File: config.mk
export PLATFORM = sky130hd
export DESIGN_NAME = crm_div_seq_flat
export DESIGN_NICKNAME = d
export VERILOG_FILES = /design/src/rtl/crm_div_seq_if.sv /design/src/rtl/crm_div_seq.sv /design/src/flat_wrapper.sv
export SDC_FILE = /design/constraint.sdc
export NUM_CORES = 1
export LEC_CHECK = 0
export ABC_AREA = 0
export ABC_CLOCK_PERIOD_IN_PS = 2400
export CAP_MARGIN = 20
export CORE_UTILIZATION = 60
export DETAILED_ROUTE_END_ITERATION = 10
export DONT_BUFFER_PORTS = 1
export MAX_ROUTING_LAYER = met4
export PLACE_DENSITY = 0.73
export SLEW_MARGIN = 20
export SYNTH_ARGS = -nofsm -noshare
export SYNTH_HDL_FRONTEND = slang
export SYNTH_SLANG_ARGS = --single-unit
File: constraint.sdc
create_clock -name clk_i -period 2.4 [get_ports clk_i]
set_input_delay 0.12 -clock clk_i [delete_from_list [all_inputs] [get_ports clk_i]]
set_output_delay 0.12 -clock clk_i [all_outputs]
set_load 0.02 [all_outputs]
File: src/rtl/crm_div_seq_if.sv
`default_nettype none
// -----------------------------------------------------------------------------
// crm_div_seq_if : ratio-change request/response bundle for crm_div_seq
// Rev 1.0
// -----------------------------------------------------------------------------
interface crm_div_seq_if #(
    parameter int RATIO_W = 4
);
    logic               req_valid;
    logic [RATIO_W-1:0] req_ratio;
    logic               req_ready;
    logic               done;
    logic               err;

    modport master (
        output req_valid,
        output req_ratio,
        input  req_ready,
        input  done,
        input  err
    );

    modport slave (
        input  req_valid,
        input  req_ratio,
        output req_ready,
        output done,
        output err
    );
endinterface
`default_nettype wire

File: src/rtl/crm_div_seq.sv
`default_nettype none
// -----------------------------------------------------------------------------
// crm_div_seq : gate / reset / load / settle sequencer driving the CRM divider
// Rev 1.0
// -----------------------------------------------------------------------------
module crm_div_seq #(
    parameter int RATIO_W       = 4,
    parameter int DEFAULT_RATIO = 3,
    parameter int MIN_RATIO     = 2,
    parameter int GATE_CYC      = 2,
    parameter int RST_CYC       = 2,
    parameter int SETTLE_CYC    = 8
) (
    input  wire logic               clk_i,
    input  wire logic               rst_n,
    input  wire logic               test_mode,
    input  wire logic               test_se,
    crm_div_seq_if.slave            req_if,
    output logic                    div_rst_n,
    output logic [RATIO_W-1:0]      div_ratio,
    output logic                    gate_en
);

    localparam logic [7:0]         c_gate_cyc   = 8'(GATE_CYC);
    localparam logic [7:0]         c_rst_cyc    = 8'(RST_CYC);
    localparam logic [7:0]         c_settle_cyc = 8'(SETTLE_CYC);
    localparam logic [RATIO_W-1:0] c_def_ratio  = RATIO_W'(DEFAULT_RATIO);
    localparam logic [RATIO_W-1:0] c_min_ratio  = RATIO_W'(MIN_RATIO);

    typedef enum logic [2:0] {
        ST_INIT_RST = 3'd0,
        ST_GATE_OFF = 3'd1,
        ST_RST      = 3'd2,
        ST_SETTLE   = 3'd3,
        ST_DONE     = 3'd4,
        ST_IDLE     = 3'd5
    } state_t;

    state_t             r_state;
    logic [7:0]         r_cnt;
    logic [RATIO_W-1:0] r_new_ratio;
    logic [RATIO_W-1:0] r_div_ratio;
    logic               r_div_rst_n;
    logic               r_gate_en;
    logic               r_done;
    logic               r_err;

    logic               w_cnt_last;
    logic               w_legal;

    // A zero count is treated as expired so a corrupted counter cannot stall.
    assign w_cnt_last = (r_cnt <= 8'd1);
    assign w_legal    = (req_if.req_ratio >= c_min_ratio);

    // The whole sequencer freezes while test_mode is high; outputs are forced below.
    always_ff @(posedge clk_i or negedge rst_n) begin
        if (!rst_n) begin
            r_state     <= ST_INIT_RST;
            r_cnt       <= c_rst_cyc;
            r_new_ratio <= c_def_ratio;
            r_div_ratio <= c_def_ratio;
            r_div_rst_n <= 1'b0;
            r_gate_en   <= 1'b0;
            r_done      <= 1'b0;
            r_err       <= 1'b0;
        end else if (!test_mode) begin
            r_done <= 1'b0;
            r_err  <= 1'b0;
            case (r_state)
                ST_INIT_RST: begin
                    if (w_cnt_last) begin
                        r_state     <= ST_SETTLE;
                        r_cnt       <= c_settle_cyc;
                        r_div_rst_n <= 1'b1;
                    end else begin
                        r_cnt <= r_cnt - 8'd1;
                    end
                end
                ST_IDLE: begin
                    if (req_if.req_valid) begin
                        if (w_legal) begin
                            r_state     <= ST_GATE_OFF;
                            r_cnt       <= c_gate_cyc;
                            r_gate_en   <= 1'b0;
                            r_new_ratio <= req_if.req_ratio;
                        end else begin
                            r_err <= 1'b1;
                        end
                    end
                end
                ST_GATE_OFF: begin
                    if (w_cnt_last) begin
                        r_state     <= ST_RST;
                        r_cnt       <= c_rst_cyc;
                        r_div_rst_n <= 1'b0;
                        r_div_ratio <= r_new_ratio;
                    end else begin
                        r_cnt <= r_cnt - 8'd1;
                    end
                end
                ST_RST: begin
                    if (w_cnt_last) begin
                        r_state     <= ST_SETTLE;
                        r_cnt       <= c_settle_cyc;
                        r_div_rst_n <= 1'b1;
                    end else begin
                        r_cnt <= r_cnt - 8'd1;
                    end
                end
                ST_SETTLE: begin
                    if (w_cnt_last) begin
                        r_state   <= ST_DONE;
                        r_gate_en <= 1'b1;
                        r_done    <= 1'b1;
                    end else begin
                        r_cnt <= r_cnt - 8'd1;
                    end
                end
                ST_DONE: begin
                    r_state <= ST_IDLE;
                end
                default: begin
                    r_state     <= ST_INIT_RST;
                    r_cnt       <= c_rst_cyc;
                    r_div_rst_n <= 1'b0;
                    r_gate_en   <= 1'b0;
                end
            endcase
        end
    end

    assign req_if.req_ready = (r_state == ST_IDLE) & ~test_mode;
    assign req_if.done      = r_done & ~test_mode;
    assign req_if.err       = r_err & ~test_mode;
    assign div_rst_n        = r_div_rst_n | test_mode;
    assign div_ratio        = r_div_ratio;
    assign gate_en          = r_gate_en | test_mode | test_se;

endmodule
`default_nettype wire

File: src/flat_wrapper.sv
// flat-port wrapper written by rule: the top's interface ports become plain ports
module crm_div_seq_flat 
#(
    parameter int RATIO_W       = 4,
    parameter int DEFAULT_RATIO = 3,
    parameter int MIN_RATIO     = 2,
    parameter int GATE_CYC      = 2,
    parameter int RST_CYC       = 2,
    parameter int SETTLE_CYC    = 8
)
  (clk_i, rst_n, test_mode, test_se, div_rst_n, div_ratio, gate_en, req_if_req_valid, req_if_req_ratio, req_if_req_ready, req_if_done, req_if_err);
  crm_div_seq_if #(.RATIO_W(RATIO_W)) req_if_i ();
  input  wire logic clk_i;
  input  wire logic rst_n;
  input  wire logic test_mode;
  input  wire logic test_se;
  output logic div_rst_n;
  output logic [RATIO_W-1:0] div_ratio;
  output logic gate_en;
  input wire logic [$bits(req_if_i.req_valid)-1:0] req_if_req_valid;
  input wire logic [$bits(req_if_i.req_ratio)-1:0] req_if_req_ratio;
  output wire logic [$bits(req_if_i.req_ready)-1:0] req_if_req_ready;
  output wire logic [$bits(req_if_i.done)-1:0] req_if_done;
  output wire logic [$bits(req_if_i.err)-1:0] req_if_err;
  assign req_if_i.req_valid = req_if_req_valid;
  assign req_if_i.req_ratio = req_if_req_ratio;
  assign req_if_req_ready = req_if_i.req_ready;
  assign req_if_done = req_if_i.done;
  assign req_if_err = req_if_i.err;
  crm_div_seq #(.RATIO_W(RATIO_W), .DEFAULT_RATIO(DEFAULT_RATIO), .MIN_RATIO(MIN_RATIO), .GATE_CYC(GATE_CYC), .RST_CYC(RST_CYC), .SETTLE_CYC(SETTLE_CYC)) u_core (.clk_i(clk_i), .rst_n(rst_n), .test_mode(test_mode), .test_se(test_se), .req_if(req_if_i), .div_rst_n(div_rst_n), .div_ratio(div_ratio), .gate_en(gate_en));
endmodule
==> results.md <==
* Post-synth EDFFs at 0
* First-pass GRT wire length at 4750 µm
* Fin nets at 143
* Synthesized area per cell at 10.5 µm²
* Max-slew violation count at 0
* Seq/Total Area, Yosys at 44.4%
* Status: finished clean
* Synth top area cells: dfrtp_1 (34%), dfstp_2 (10%), mux2_4 (4.6%)
* Placed cell count at 147
* Post-detailed-route count of antenna-violating nets at 0
* Diode count at 0
* Asr flop ratio synth at 100%
* Cell Count, Final, Fillers Out at 158
* Detailed-route via count at 1027
* Clk root buf: clkbuf_4
* Die area at 0.00238 mm²
* Final setup violation count at 0
* Final period util at 82.4%
* Die Y at 48.8 µm
* P_leak at 0.610 nW
* Layout cells sized above 1 at 18.3%
* Grt total ovfl at 0
* Commonest cells after routing, fill and taps aside: dfrtp_1 (18), inv_1 (8), nor2_1 (8), nand2_1 (7)
* Max IR drop VDD at 0.518 mV
* Yosys warnings at 0
* Detailed Routing Iterations Pass 1 at 4
* Pre-CTS setup slack at 0.453 ns
* CTS Buf Count at 3
* Port Buffer Count at 0
* Worst-path fanout max at 6
* Setup Fix Bufs, Post-CTS at 0
* Number of global-route vias before repair at 964
* Tmin final at 1.98 ns
* Startpoint types: flip-flop
* Routed WL per cell at 17.5 µm
* Mapped Cells at 125
* Most common cell after layout, fill and taps aside: dfrtp_1
* Worst Setup End Kind: flip-flop
* Power Density at 757 mW/mm²
* Residual DRC at 0
* Core footprint at 0.00200 mm²
* RSZ-0062 raised after global routing: no
* Final hold violations at 0
* Critical Path AT at 2.19 ns
* Worst slew pin tran at 0.493 ns
* Max_slew headroom at 67.1%
* Total track usage at 27.7%
* Top cell type's share of synthesized area at 34.4%
* Worst-path clk slew at 0.13 ns
* Initial antenna violation count at 0
* Post-Syn Area at 0.00131 mm²
* Gpl congestion at 0.849
* Top-level I/O count at 18
* Layout area overhead at 7.44%
* Starting Density at 65.5%
* 1st-iter DRT viols at 33
* # clock sinks at 23
* Critical path type: reg -> reg
* Synth Net Count at 136
* Commonest register cell after synthesis: dfrtp_1
* #FFs+latches synth at 23
* Synth area leader: dfrtp_1
* Max-cap violations at 0
* Largest net degree at the start of global routing at 24
* Clk_skew at 0.00117 ns
* Final setup margin at 0.423 ns
* Fmax at 0.506 GHz
* Critical Path RT at 2.61 ns
* Vias per cell at 6.50
* Setup tns final at 0 ns
* CTS tree: built
* Worst-Skew Late Latency at 0.31 ns
* H-tree levels at 1
* HPWL after detailed placement at 1880 µm
* Rows at 16
* Hold Crit Class: in -> reg
* Die width at 48.8 µm
* Post-CTS sizing at 0
* Final wirelength at 2760 µm
* CTS max path bufs at 2
* Library cells used by synthesis at 47
## area by class of cell
| cell class | count | area, µm² |
|---|---|---|
| fillers | 141 | 593 |
| inverters | 8 | 30.0 |
| clock buffers | 3 | 22.5 |
| flip-flops and latches | 23 | 582 |
| repair buffers | 7 | 65.1 |
| well taps | 27 | 33.8 |
| clock inverters | 1 | 5.00 |
| multi-input cells | 89 | 671 |
## power by group
| group | internal, mW | leakage (nW) | switching [mW] | total, mW |
|---|---|---|---|---|
| Sequential | 0.495 | 0.274 | 0.111 | 0.605 |
| Clock | 0.0622 | 0.0177 | 0.117 | 0.179 |
| Combinational | 0.133 | 0.318 | 0.148 | 0.282 |
## kinds of logic (layout without fill, tap and decap cells)
group,Yosys count,count (layout),synth area share (%)
mux,8,8,7.82
buf+inv,13,19,4.49
compound gates,36,36,19.8
fa+ha+maj,2,2,1.91
simple gates,43,43,21.7
flops,23,23,44.4
## layer usage
metal / part of all wire, % / GRT usage (%) / up-vias
met2: 46 / 37.5 / 34
met3: 4.7 / 3.77 / 9
met4: 2.3 / 12.7 / 0
met5: 0 / - / -
met1: 47 / 41.0 / 502
li1: - / - / 482
## cell usage after synthesis (2+ instances only)
cell and instances:
a21oi_1 3, a22o_1 6, a31oi_1 2, a41oi_1 2, and2_1 3, buf_2 2, clkbuf_1 2, dfrtp_1 18
dfstp_2 5, ha_1 2, inv_1 8, mux2_4 4, mux2i_1 2, nand2_1 7, nand4_1 3, nor2_1 8
nor2b_1 3, nor3_1 2, o21a_1 2, o21ai_0 6, o21ai_1 2, o22ai_1 2, o311ai_1 3, o31ai_1 3
or2_0 2, or3_1 2
## repair_timing
item | 4_1_cts | 5_1_grt
endpoints found under the setup margin | 0 | 0
hold buffers | 6 | 1
hold endpoints to repair | 33 | 18
## registers in the layout, summed over array words and instances, names as in the netlist
signal and count:
u_core.r_cnt 8, u_core.div_ratio 4, u_core.r_new_ratio 4, u_core.r_state 3, u_core.r_div_rst_n 1, u_core.r_done 1
u_core.r_err 1, u_core.r_gate_en 1
## worst max-delay path: stages (launching register included)
cell     delay [ns]
dfstp_2        0.55
inv_1          0.07
ha_1           0.23
or2_0          0.35
and3_4         0.23
nand4_4        0.14
mux2_4         0.31
## final timing paths
check	start	endpoint	slack (ns)	cells after the start
max	u_core.r_cnt[1]	u_core.div_ratio[2]	0.42	6
max reg2reg	u_core.r_cnt[1]	u_core.div_ratio[2]	0.42	6
min in group asynchronous	rst_n	u_core.r_cnt[2]	0.31	2
min	test_mode	u_core.r_state[2]	0.01	2
max in group asynchronous	rst_n	u_core.r_new_ratio[1]	1.74	2
min reg2reg	u_core.r_done	u_core.r_done	0.49	2
## per-stage QoR
step | util, % | cell area (µm²) | power, mW | hold WS [ns]
global placement | 65.8 | 1320 | 0.859 | -0.175
CTS | 70.1 | 1400 | 1.07 | 0.0108
floorplan | - | 1310 | 0.812 | -0.176
detailed placement | 65.8 | 1320 | 0.870 | -0.175
finish | 70.4 | 1410 | 1.07 | 0.0133
global route | 70.4 | 1410 | 1.13 | 0.0252
Note: power is estimated with default switching activity, not from simulation.
